<file path="src/rtl/reorder_buffer_if.sv">
// reorder_buffer_if: rename/complete/commit signal bundle for the reorder buffer
interface reorder_buffer_if;
    logic         Alloc_valid_IN;
    logic         Alloc_has_dest_IN;
    logic [5:0]   Alloc_phys_IN;
    logic [4:0]   Alloc_arch_IN;
    logic [31:0]  Alloc_addr_IN;
    logic [3:0]   Alloc_tag_OUT;
    logic         ROB_full;
    logic         ROB_empty;
    logic         Complete_valid_IN;
    logic [3:0]   Complete_tag_IN;
    logic         Complete_mispredict_IN;
    logic [31:0]  Complete_target_IN;
    logic         Commit_valid;
    logic [4:0]   Commit_arch;
    logic [5:0]   Commit_phys;
    logic         Freed_valid;
    logic [5:0]   Freed_phys;
    logic         Flush;
    logic [31:0]  Flush_PC;
    logic [191:0] RRAT_OUT;

    modport slave (
        input  Alloc_valid_IN, Alloc_has_dest_IN, Alloc_phys_IN, Alloc_arch_IN, Alloc_addr_IN,
        input  Complete_valid_IN, Complete_tag_IN, Complete_mispredict_IN, Complete_target_IN,
        output Alloc_tag_OUT, ROB_full, ROB_empty, Commit_valid, Commit_arch, Commit_phys,
        output Freed_valid, Freed_phys, Flush, Flush_PC, RRAT_OUT
    );

    modport master (
        output Alloc_valid_IN, Alloc_has_dest_IN, Alloc_phys_IN, Alloc_arch_IN, Alloc_addr_IN,
        output Complete_valid_IN, Complete_tag_IN, Complete_mispredict_IN, Complete_target_IN,
        input  Alloc_tag_OUT, ROB_full, ROB_empty, Commit_valid, Commit_arch, Commit_phys,
        input  Freed_valid, Freed_phys, Flush, Flush_PC, RRAT_OUT
    );
endinterface

</file>
<file path="src/rtl/reorder_buffer.sv">
// reorder_buffer: in-order retirement of out-of-order completions, with retirement RAT
module reorder_buffer #(
    parameter int ROB_DEPTH = 16,
    parameter int LOG_ROB   = 4,
    parameter int LOG_PHYS  = 6,
    parameter int NUM_ARCH  = 32,
    parameter int LOG_ARCH  = 5
) (
    input logic              CLK,
    input logic              RESET,
    reorder_buffer_if.slave  rob
);
    logic [LOG_ROB-1:0]   head_q, head_d, tail_q, tail_d, comp_off;
    logic [LOG_ROB:0]     count_q, count_d;
    logic [ROB_DEPTH-1:0] done_q, done_d, mispredict_q, mispredict_d, has_dest_q, has_dest_d;
    logic [LOG_ARCH-1:0]  arch_q [ROB_DEPTH];
    logic [LOG_ARCH-1:0]  arch_d [ROB_DEPTH];
    logic [LOG_PHYS-1:0]  phys_q [ROB_DEPTH];
    logic [LOG_PHYS-1:0]  phys_d [ROB_DEPTH];
    logic [31:0]          target_q [ROB_DEPTH];
    logic [31:0]          target_d [ROB_DEPTH];
    logic [LOG_PHYS-1:0]  rrat_q [NUM_ARCH];
    logic [LOG_PHYS-1:0]  rrat_d [NUM_ARCH];
    logic                 commit_valid_q, commit_valid_d, freed_valid_q, freed_valid_d, flush_q, flush_d;
    logic [LOG_ARCH-1:0]  commit_arch_q, commit_arch_d;
    logic [LOG_PHYS-1:0]  commit_phys_q, commit_phys_d, freed_phys_q, freed_phys_d;
    logic [31:0]          flush_pc_q, flush_pc_d;
    logic [NUM_ARCH*LOG_PHYS-1:0] rrat_out;
    logic                 full, retire, flush, alloc, comp, head_dest;

    assign full = count_q == (LOG_ROB+1)'(ROB_DEPTH);

    always_comb begin
        retire    = count_q != '0 && done_q[head_q];
        flush     = retire && mispredict_q[head_q];
        head_dest = has_dest_q[head_q];
        alloc     = rob.Alloc_valid_IN && !full && !flush;
        // occupied tags lie within [head, head+count) modulo the ring size
        comp_off  = rob.Complete_tag_IN - head_q;
        comp      = rob.Complete_valid_IN && ({1'b0, comp_off} < count_q) && !flush;
        head_d    = flush ? '0 : head_q + LOG_ROB'(retire);
        tail_d    = flush ? '0 : tail_q + LOG_ROB'(alloc);
        count_d   = flush ? '0 : count_q + (LOG_ROB+1)'(alloc) - (LOG_ROB+1)'(retire);
        done_d       = done_q;
        mispredict_d = mispredict_q;
        has_dest_d   = has_dest_q;
        arch_d       = arch_q;
        phys_d       = phys_q;
        target_d     = target_q;
        rrat_d       = rrat_q;
        if (comp) begin
            done_d[rob.Complete_tag_IN]       = 1'b1;
            mispredict_d[rob.Complete_tag_IN] = rob.Complete_mispredict_IN;
            target_d[rob.Complete_tag_IN]     = rob.Complete_target_IN;
        end
        if (alloc) begin
            done_d[tail_q]       = 1'b0;
            mispredict_d[tail_q] = 1'b0;
            has_dest_d[tail_q]   = rob.Alloc_has_dest_IN && rob.Alloc_arch_IN != '0;
            arch_d[tail_q]       = rob.Alloc_arch_IN;
            phys_d[tail_q]       = rob.Alloc_phys_IN;
        end
        if (flush)
            done_d = '0;
        if (retire && head_dest)
            rrat_d[arch_q[head_q]] = phys_q[head_q];
        commit_valid_d = retire;
        commit_arch_d  = retire ? arch_q[head_q] : commit_arch_q;
        commit_phys_d  = retire ? phys_q[head_q] : commit_phys_q;
        freed_valid_d  = retire && head_dest;
        freed_phys_d   = (retire && head_dest) ? rrat_q[arch_q[head_q]] : freed_phys_q;
        flush_d        = flush;
        flush_pc_d     = flush ? target_q[head_q] : flush_pc_q;
    end

    always_comb begin
        rrat_out = '0;
        for (int i = 0; i < NUM_ARCH; i++)
            rrat_out[i*LOG_PHYS +: LOG_PHYS] = rrat_q[i];
    end

    always_ff @(posedge CLK) begin
        if (RESET) begin
            head_q         <= '0;
            tail_q         <= '0;
            count_q        <= '0;
            done_q         <= '0;
            commit_valid_q <= 1'b0;
            commit_arch_q  <= '0;
            commit_phys_q  <= '0;
            freed_valid_q  <= 1'b0;
            freed_phys_q   <= '0;
            flush_q        <= 1'b0;
            flush_pc_q     <= '0;
            for (int i = 0; i < NUM_ARCH; i++)
                rrat_q[i] <= LOG_PHYS'(i);
        end else begin
            head_q         <= head_d;
            tail_q         <= tail_d;
            count_q        <= count_d;
            done_q         <= done_d;
            commit_valid_q <= commit_valid_d;
            commit_arch_q  <= commit_arch_d;
            commit_phys_q  <= commit_phys_d;
            freed_valid_q  <= freed_valid_d;
            freed_phys_q   <= freed_phys_d;
            flush_q        <= flush_d;
            flush_pc_q     <= flush_pc_d;
            rrat_q         <= rrat_d;
        end
    end

    // payload is only meaningful while its done/occupancy state says so
    always_ff @(posedge CLK) begin
        mispredict_q <= mispredict_d;
        has_dest_q   <= has_dest_d;
        arch_q       <= arch_d;
        phys_q       <= phys_d;
        target_q     <= target_d;
    end

    assign rob.Alloc_tag_OUT = tail_q;
    assign rob.ROB_full      = full;
    assign rob.ROB_empty     = count_q == '0;
    assign rob.Commit_valid  = commit_valid_q;
    assign rob.Commit_arch   = commit_arch_q;
    assign rob.Commit_phys   = commit_phys_q;
    assign rob.Freed_valid   = freed_valid_q;
    assign rob.Freed_phys    = freed_phys_q;
    assign rob.Flush         = flush_q;
    assign rob.Flush_PC      = flush_pc_q;
    assign rob.RRAT_OUT      = rrat_out;
endmodule

</file>
<file path="src/flat_wrapper.sv">
// flat-port wrapper written by rule: the top's interface ports become plain ports
module reorder_buffer_flat 
#(
    parameter int ROB_DEPTH = 16,
    parameter int LOG_ROB   = 4,
    parameter int LOG_PHYS  = 6,
    parameter int NUM_ARCH  = 32,
    parameter int LOG_ARCH  = 5
)
  (CLK, RESET, rob_Alloc_valid_IN, rob_Alloc_has_dest_IN, rob_Alloc_phys_IN, rob_Alloc_arch_IN, rob_Alloc_addr_IN, rob_Complete_valid_IN, rob_Complete_tag_IN, rob_Complete_mispredict_IN, rob_Complete_target_IN, rob_Alloc_tag_OUT, rob_ROB_full, rob_ROB_empty, rob_Commit_valid, rob_Commit_arch, rob_Commit_phys, rob_Freed_valid, rob_Freed_phys, rob_Flush, rob_Flush_PC, rob_RRAT_OUT);
  reorder_buffer_if rob_i ();
  input logic CLK;
  input logic RESET;
  input wire logic [$bits(rob_i.Alloc_valid_IN)-1:0] rob_Alloc_valid_IN;
  input wire logic [$bits(rob_i.Alloc_has_dest_IN)-1:0] rob_Alloc_has_dest_IN;
  input wire logic [$bits(rob_i.Alloc_phys_IN)-1:0] rob_Alloc_phys_IN;
  input wire logic [$bits(rob_i.Alloc_arch_IN)-1:0] rob_Alloc_arch_IN;
  input wire logic [$bits(rob_i.Alloc_addr_IN)-1:0] rob_Alloc_addr_IN;
  input wire logic [$bits(rob_i.Complete_valid_IN)-1:0] rob_Complete_valid_IN;
  input wire logic [$bits(rob_i.Complete_tag_IN)-1:0] rob_Complete_tag_IN;
  input wire logic [$bits(rob_i.Complete_mispredict_IN)-1:0] rob_Complete_mispredict_IN;
  input wire logic [$bits(rob_i.Complete_target_IN)-1:0] rob_Complete_target_IN;
  output wire logic [$bits(rob_i.Alloc_tag_OUT)-1:0] rob_Alloc_tag_OUT;
  output wire logic [$bits(rob_i.ROB_full)-1:0] rob_ROB_full;
  output wire logic [$bits(rob_i.ROB_empty)-1:0] rob_ROB_empty;
  output wire logic [$bits(rob_i.Commit_valid)-1:0] rob_Commit_valid;
  output wire logic [$bits(rob_i.Commit_arch)-1:0] rob_Commit_arch;
  output wire logic [$bits(rob_i.Commit_phys)-1:0] rob_Commit_phys;
  output wire logic [$bits(rob_i.Freed_valid)-1:0] rob_Freed_valid;
  output wire logic [$bits(rob_i.Freed_phys)-1:0] rob_Freed_phys;
  output wire logic [$bits(rob_i.Flush)-1:0] rob_Flush;
  output wire logic [$bits(rob_i.Flush_PC)-1:0] rob_Flush_PC;
  output wire logic [$bits(rob_i.RRAT_OUT)-1:0] rob_RRAT_OUT;
  assign rob_i.Alloc_valid_IN = rob_Alloc_valid_IN;
  assign rob_i.Alloc_has_dest_IN = rob_Alloc_has_dest_IN;
  assign rob_i.Alloc_phys_IN = rob_Alloc_phys_IN;
  assign rob_i.Alloc_arch_IN = rob_Alloc_arch_IN;
  assign rob_i.Alloc_addr_IN = rob_Alloc_addr_IN;
  assign rob_i.Complete_valid_IN = rob_Complete_valid_IN;
  assign rob_i.Complete_tag_IN = rob_Complete_tag_IN;
  assign rob_i.Complete_mispredict_IN = rob_Complete_mispredict_IN;
  assign rob_i.Complete_target_IN = rob_Complete_target_IN;
  assign rob_Alloc_tag_OUT = rob_i.Alloc_tag_OUT;
  assign rob_ROB_full = rob_i.ROB_full;
  assign rob_ROB_empty = rob_i.ROB_empty;
  assign rob_Commit_valid = rob_i.Commit_valid;
  assign rob_Commit_arch = rob_i.Commit_arch;
  assign rob_Commit_phys = rob_i.Commit_phys;
  assign rob_Freed_valid = rob_i.Freed_valid;
  assign rob_Freed_phys = rob_i.Freed_phys;
  assign rob_Flush = rob_i.Flush;
  assign rob_Flush_PC = rob_i.Flush_PC;
  assign rob_RRAT_OUT = rob_i.RRAT_OUT;
  reorder_buffer #(.ROB_DEPTH(ROB_DEPTH), .LOG_ROB(LOG_ROB), .LOG_PHYS(LOG_PHYS), .NUM_ARCH(NUM_ARCH), .LOG_ARCH(LOG_ARCH)) u_core (.CLK(CLK), .RESET(RESET), .rob(rob_i));
endmodule
</file>
<file path="config.mk">
export PLATFORM = sky130hd
export DESIGN_NAME = reorder_buffer_flat
export DESIGN_NICKNAME = d
export VERILOG_FILES = /design/src/rtl/reorder_buffer_if.sv /design/src/rtl/reorder_buffer.sv /design/src/flat_wrapper.sv
export SDC_FILE = /design/constraint.sdc
export NUM_CORES = 1
export LEC_CHECK = 0
export BUFFER_PORTS_ARGS = -buffer_cell sky130_fd_sc_hd__buf_2
export CAP_MARGIN = 20
export CORE_UTILIZATION = 60
export CTS_BUF_LIST = sky130_fd_sc_hd__clkbuf_16
export CTS_CLUSTER_SIZE = 30
export DETAILED_ROUTE_END_ITERATION = 6
export PLACE_DENSITY = 0.8
export SYNTH_ARGS = -nofsm -noshare
export SYNTH_HDL_FRONTEND = slang
export SYNTH_SLANG_ARGS = --single-unit
</file>
<file path="constraint.sdc">
create_clock -name CLK -period 7.8 [get_ports CLK]
set_input_delay 0.39 -clock CLK [delete_from_list [all_inputs] [get_ports CLK]]
set_output_delay 0.39 -clock CLK [all_outputs]
set_load 0.005 [all_outputs]
</file>
==> reports/qor.txt, run 1 <==
Slew @ Worst Pin -> 1.16 ns
Yosys warns -> 0
Worst Setup Path Type -> reg2reg
Worst Hold Path EP -> u_core.target_q[32]$_DFFE_PP_
Reg2Reg Depth -> 14
Later-pin clock latency in the skew report -> 0.66 ns
Area growth syn-to-layout -> 13.4%
Vias after detailed routing -> 23.3k
HP Class -> in2reg
Most frequent cells in the layout -> edfxtp_1, buf_2, dfxtp_1
Max_cap viols -> 0
Nets -> 2716
Synth cell types -> 60
TritonCTS clock tree -> built
DRC Markers -> 0
Worst VDD drop -> 263 µV
Root Buffer -> clkbuf_16
GRT Residual Overflow -> 0
Initial antenna violation count -> 6
Die footprint -> 67400 µm²
Synth Cell Area -> 39800 µm²
CTS max path bufs -> 3
DR vias/cell -> 6.54
Sequential area share after synthesis -> 0.676
CP peak stage delay -> 0.94 ns
DIE HEIGHT -> 260 µm
Hold Fails Final Rpt -> 0
Static leakage -> 16.0 nW
Post-synth ARST share -> 0
First-pass GRT wire length -> 148000 µm
Clock skew -> 0.0196 ns
CTS Sinks -> 993
Status -> completed
WL/cell -> 28.5 µm
Min Tclk post-route -> 5.46 ns
Most common cell after layout, fill and taps aside -> edfxtp_1
Overall global routing resource usage -> 0.300
Reg clk slew, reported paths -> 0.06 ns
Most common cell on crit path -> inv_1
DR iter-0 viols -> 2616
R2R setup slack -> 2.34 ns
Number of global-route vias before repair -> 23.6k
Crit. End Element -> register
Fmax -> 183 MHz
Dpl hpwl -> 58000 µm
Final setup vio count -> 0
Start point of the worst hold path -> rob_Complete_target_IN[0]
Cts repair resizes -> 0
Arr. time, crit path -> 6.03 ns
H-tree depth -> 3
Syn Nets -> 2447
CP max FO -> 25
Routed WL -> 102000 µm
RSZ-0062 raised after global routing -> no
Die X -> 260 µm
Number of synthesized register bits -> 993
Worst path cell trace -> clkinv_2, mux4_2, nand2_1, inv_1, ha_1, inv_1, ha_1, inv_1, fa_1, inv_1, a21oi_1, nor2_1, or3_1, a21oi_1
Number of flops mapped to enable cells by yosys -> 704
Main synth FF type -> edfxtp_1
Critical Path RT -> 8.36 ns
Cells after Synth -> 2344
Placer Congestion -> 0.941
Ports -> 335
Share of cells above drive strength 1 -> 0.294
WHS Path Cells -> 1
CP Launch Type -> register
CORE AREA -> 65700 µm²
Post-DRT Antenna Nets -> 0
Hold_ws -> 0.113 ns
PwrDens -> 246 nW/µm²
Port Buf Inserts -> 302
Fill count -> 4142
Largest net degree at the start of global routing -> 120
Cts bufs inserted -> 96
Cts hold-fix bufs -> 0
Starting Density -> 0.606
R2r startpoint -> u_core.head_q[3]$_SDFF_PP0_
Post-CTS Setup Inserts -> 0
R2R Path End -> u_core.count_q[4]$_SDFF_PP0_
Syn_area_per_cell -> 17.0 µm²
Worst path slowest cell -> clkinv_2
Pre-antenna DRT Iters -> 6
Max_slew headroom -> 0.224
Final period util -> 0.700
FP Rows -> 94
Setup_tns -> 0 ns
Final Max Slew Viols -> 0
## stage by stage
step | cell area [µm²] | setup WS [ns] | total power [W] | std cells | utilization
2_1_floorplan | 39800 | 1.78 | 0.00644 | 2344 | -
3_3_place_gp | 42000 | 2.54 | 0.00668 | 3374 | 0.640
3_5_place_dp | 42100 | 2.45 | 0.00672 | 3375 | 0.640
4_1_cts | 45100 | 2.36 | 0.0111 | 3554 | 0.686
5_1_grt | 45100 | 2.02 | 0.0114 | 3560 | 0.687
6_report | 45200 | 2.34 | 0.0111 | 3565 | 0.687
## sequential cells by signal, summed over array words and instances, names as in the netlist
signal and count:
u_core.rob.Commit_valid 1, u_core.target_q 512, u_core.rob.Flush 1, u_core.rob.Freed_phys 6, u_core.has_dest_q 16, u_core.rob.Flush_PC 32
u_core.done_q 16, u_core.count_q 5, u_core.phys_q 96, u_core.rob.Commit_arch 5, u_core.rob.Freed_valid 1, u_core.rob.RRAT_OUT 192
u_core.rob.Commit_phys 6, u_core.head_q 4, u_core.mispredict_q 16, u_core.arch_q 80, u_core.rob.Alloc_tag_OUT 4
## cell usage after synthesis (4+ instances only)
master,n,share of area
ha_1,16,0.0050
clkbuf_1,96,0.0090
nor3_1,26,0.0033
mux4_2,216,0.12
dfxtp_1,289,0.15
mux2i_1,213,0.054
a22o_1,32,0.0070
a21oi_1,68,0.0085
nand4_1,15,0.0024
and2_1,11,0.0017
o22ai_1,4,0.00063
o21ai_0,20,0.0025
buf_4,10,0.0019
nor4_1,6,0.00094
nor3_4,15,0.0061
and3_1,4,0.00063
nor2_1,168,0.016
a211o_1,48,0.011
buf_6,12,0.0034
xor2_1,4,0.00088
mux2_2,40,0.011
a211oi_1,35,0.0066
inv_1,16,0.0015
or3_1,23,0.0036
nand3_1,25,0.0031
or4_1,5,0.00094
nand2_1,18,0.0017
nand2b_1,36,0.0057
buf_1,7,0.00066
nor2b_1,53,0.0083
o2111ai_1,8,0.0018
mux4_1,8,0.0053
buf_2,45,0.0057
edfxtp_1,704,0.53
xnor2_1,6,0.0013
## worst max-delay path: cells and delay by family (launching register included)
| family | cells | cell delay [ns] |
|---|---|---|
| buffers and inverters | 5 | 1.59 |
| AND/OR/NAND/NOR | 3 | 1.00 |
| multiplexers | 1 | 0.85 |
| adder cells (fa/ha/maj) | 3 | 0.83 |
| flip-flops | 1 | 0.80 |
| AO/OA/AOI/OAI | 2 | 0.27 |
## power by group
group          internal (W)  switching [W]
combinational      0.000256       0.000547
clock               0.00250        0.00197
sequential          0.00577      0.0000541
total               0.00852        0.00257
## cell type report
type | instances | area, µm² | share of cell area
Sequential cell | 993 | 26900 | 0.597
Inverter | 17 | 65.1 | 0.00144
Timing Repair Buffer | 343 | 1870 | 0.0414
Tap cell | 864 | 1080 | 0.0239
Clock inverter | 78 | 484 | 0.0107
Clock buffer | 101 | 2530 | 0.0560
Antenna cell | 7 | 17.5 | 0.000388
Multi-Input combinational cell | 1162 | 12200 | 0.270
## kinds of logic (layout without fill, tap and decap cells)
kind of cell             after synthesis  after routing  synth area share
adder cells (fa/ha/maj)               18             18           0.00603
multiplexers                         477            477             0.192
other                                  0              7                 0
flip-flops                           993            993             0.676
buffers and inverters                189            539            0.0232
AO/OA/AOI/OAI                        236            236            0.0422
XOR/XNOR                              10             10           0.00220
AND/OR/NAND/NOR                      421            421            0.0580
## worst max-delay path by stage
stage | start | endpoint | slack (ns) | cells past startpoint
2_1_floorplan | u_core.head_q[2]$_SDFF_PP0_ | u_core.target_q[384]$_DFFE_PP_ | 1.78 | 14
6_report | u_core.head_q[3]$_SDFF_PP0_ | u_core.count_q[4]$_SDFF_PP0_ | 2.34 | 14
4_1_cts | u_core.head_q[3]$_SDFF_PP0_ | u_core.count_q[4]$_SDFF_PP0_ | 2.36 | 14
3_5_place_dp | u_core.head_q[0]$_SDFF_PP0_ | u_core.rob.Flush_PC[14]$_SDFFE_PP0P_ | 2.45 | 6
5_1_grt | u_core.head_q[3]$_SDFF_PP0_ | u_core.count_q[4]$_SDFF_PP0_ | 2.02 | 14
3_3_place_gp | u_core.head_q[1]$_SDFF_PP0_ | u_core.target_q[399]$_DFFE_PP_ | 2.54 | 10
## routing by layer
layer / share of wire / vias to the layer above / global-route usage
li1: - / 9790 / -
met1: 0.36 / 11900 / 0.377
met2: 0.51 / 1295 / 0.509
met4: 0.047 / 6 / 0.142
met3: 0.082 / 292 / 0.0521
met5: 0.00033 / - / 0
Note: power is estimated with default switching activity, not from simulation.
==> run 2, diff against run 1 <==
- CORE_UTILIZATION: 60 -> 54
- PLACE_DENSITY: 0.8 -> 0.76
- clock period: 7.8 -> 4.41 ns (I/O delays scaled with it)
==> reports/qor.txt, run 2 (same netlist as run 1, synthesis figures left out) <==
Largest net degree at the start of global routing -> 104
Max_cap viols -> 0
Vias after detailed routing -> 23.5k
Post-DRT Antenna Nets -> 0
Max_slew headroom -> 0.234
Share of cells above drive strength 1 -> 0.298
First-pass GRT wire length -> 151000 µm
DR iter-0 viols -> 2367
PwrDens -> 428 nW/µm²
HP Class -> in2reg
Finished Layout Cells -> 3741
Most common cell after layout, fill and taps aside -> edfxtp_1
Nets -> 2803
Area growth syn-to-layout -> 15.8%
TritonCTS clock tree -> built
Min Tclk post-route -> 4.09 ns
Starting Density -> 0.546
Routed WL -> 103000 µm
Die footprint -> 74800 µm²
Most frequent cells in the layout -> edfxtp_1, buf_2, dfxtp_1
Reg2Reg Depth -> 11
Final Max Slew Viols -> 0
Hold Fails Final Rpt -> 0
Worst path cell trace -> inv_1, fa_1, ha_1, a21boi_0, o21a_1, o21a_1, o21bai_1, nand4b_1, buf_4, nor2_4, buf_4
Fill count -> 5008
Worst path slowest cell -> nand4b_1
CP delay by family, top -> buffers and inverters
Max reg flops -> 512
H-tree depth -> 3
Hold_ws -> 0.0518 ns
Static leakage -> 16.4 nW
Worst VDD drop -> 388 µV
DRC Markers -> 0
Post-Place Cells -> 3513
Status -> completed
WHS Path Cells -> 2
CP Launch Type -> register
Arr. time, crit path -> 4.40 ns
Fmax -> 244 MHz
Port Buf Inserts -> 302
Pre-antenna DRT Iters -> 6
Setup_tns -> 0 ns
Placer Congestion -> 0.900
Later-pin clock latency in the skew report -> 0.66 ns
CTS max path bufs -> 3
GRT Residual Overflow -> 0
CP peak stage delay -> 0.56 ns
Final setup vio count -> 0
Crit path depth -> 11
Die X -> 274 µm
DIE HEIGHT -> 274 µm
Ports -> 335
CTS Sinks -> 993
Slew @ Worst Pin -> 1.15 ns
CP max FO -> 19
WL/cell -> 27.4 µm
Clock skew -> 0.0262 ns
Largest register by flop count -> u_core.target_q
Initial antenna violation count -> 2
Final period util -> 0.928
DR vias/cell -> 6.27
Dpl ws -> 0.363 ns
Final worst-path setup slack -> 0.317 ns
Overall global routing resource usage -> 0.274
Dpl hpwl -> 59900 µm
Root Buffer -> clkbuf_16
Number of global-route vias before repair -> 23.6k
Worst Setup Path Type -> reg2reg
FP Rows -> 99
Reg clk slew, reported paths -> 0.06 ns
Critical Path RT -> 4.71 ns
RSZ-0062 raised after global routing -> no
Worst path bufs/invs -> 3
Crit. End Element -> register
Cts bufs inserted -> 99
CORE AREA -> 73000 µm²
Overall power -> 0.0198 W
run 2: area by class of cell:
| type | count | area [µm²] | area share |
|---|---|---|---|
| Clock buffer | 101 | 2530 | 0.0548 |
| Sequential cell | 993 | 26900 | 0.584 |
| Inverter | 17 | 65.1 | 0.00141 |
| Antenna cell | 1 | 2.50 | 0.0000542 |
| Clock inverter | 81 | 548 | 0.0119 |
| Tap cell | 959 | 1200 | 0.0260 |
| Multi-Input combinational cell | 1162 | 12100 | 0.263 |
| Timing Repair Buffer | 427 | 2710 | 0.0588 |
run 2: worst reg2reg max path, stage by stage (launching register included):
cell	delay (ns)
dfxtp_4	0.54
inv_1	0.24
fa_1	0.51
ha_1	0.28
a21boi_0	0.12
o21a_1	0.18
o21a_1	0.17
o21bai_1	0.25
nand4b_1	0.56
buf_4	0.41
nor2_4	0.12
buf_4	0.37
run 2: routing by layer:
layer  part of all wire  vias to the layer above  track usage
met3              0.079                      271       0.0460
met4              0.042                        2        0.112
met2               0.51                     1214        0.466
met1               0.37                    12000        0.349
met5            0.00013                        -            0
li1                   -                     9932            -
run 2: where the power goes:
| part | internal, W | switching (W) |
|---|---|---|
| Sequential | 0.0102 | 0.0000915 |
| Clock | 0.00445 | 0.00351 |
| Combinational | 0.000507 | 0.000986 |
| Total | 0.0152 | 0.00459 |
run 2: path summary, 6_finish.rpt:
kind / from / to / slack (ns)
hold / removal: RESET / u_core.rob.Commit_arch[2]$_SDFFE_PP0P_ / 0.05
hold reg to reg: u_core.rob.Commit_arch[0]$_SDFFE_PP0P_ / u_core.rob.Commit_arch[0]$_SDFFE_PP0P_ / 0.47
setup / recovery: u_core.head_q[1]$_SDFF_PP0_ / u_core.target_q[175]$_DFFE_PP_ / 0.32
setup reg to reg: u_core.head_q[1]$_SDFF_PP0_ / u_core.target_q[175]$_DFFE_PP_ / 0.32
run 2: stage by stage:
step | util | instance area (µm²)
6_report | 0.632 | 46100
5_1_grt | 0.632 | 46100
4_1_cts | 0.632 | 46100
3_5_place_dp | 0.584 | 42600
3_3_place_gp | 0.584 | 42600
2_1_floorplan | - | 39900
run 2: repair_timing:
item,4_1_cts,5_1_grt
setup buffers,0,0
hold endpoints to repair,704,0
resized for setup,0,0
hold buffers,44,0
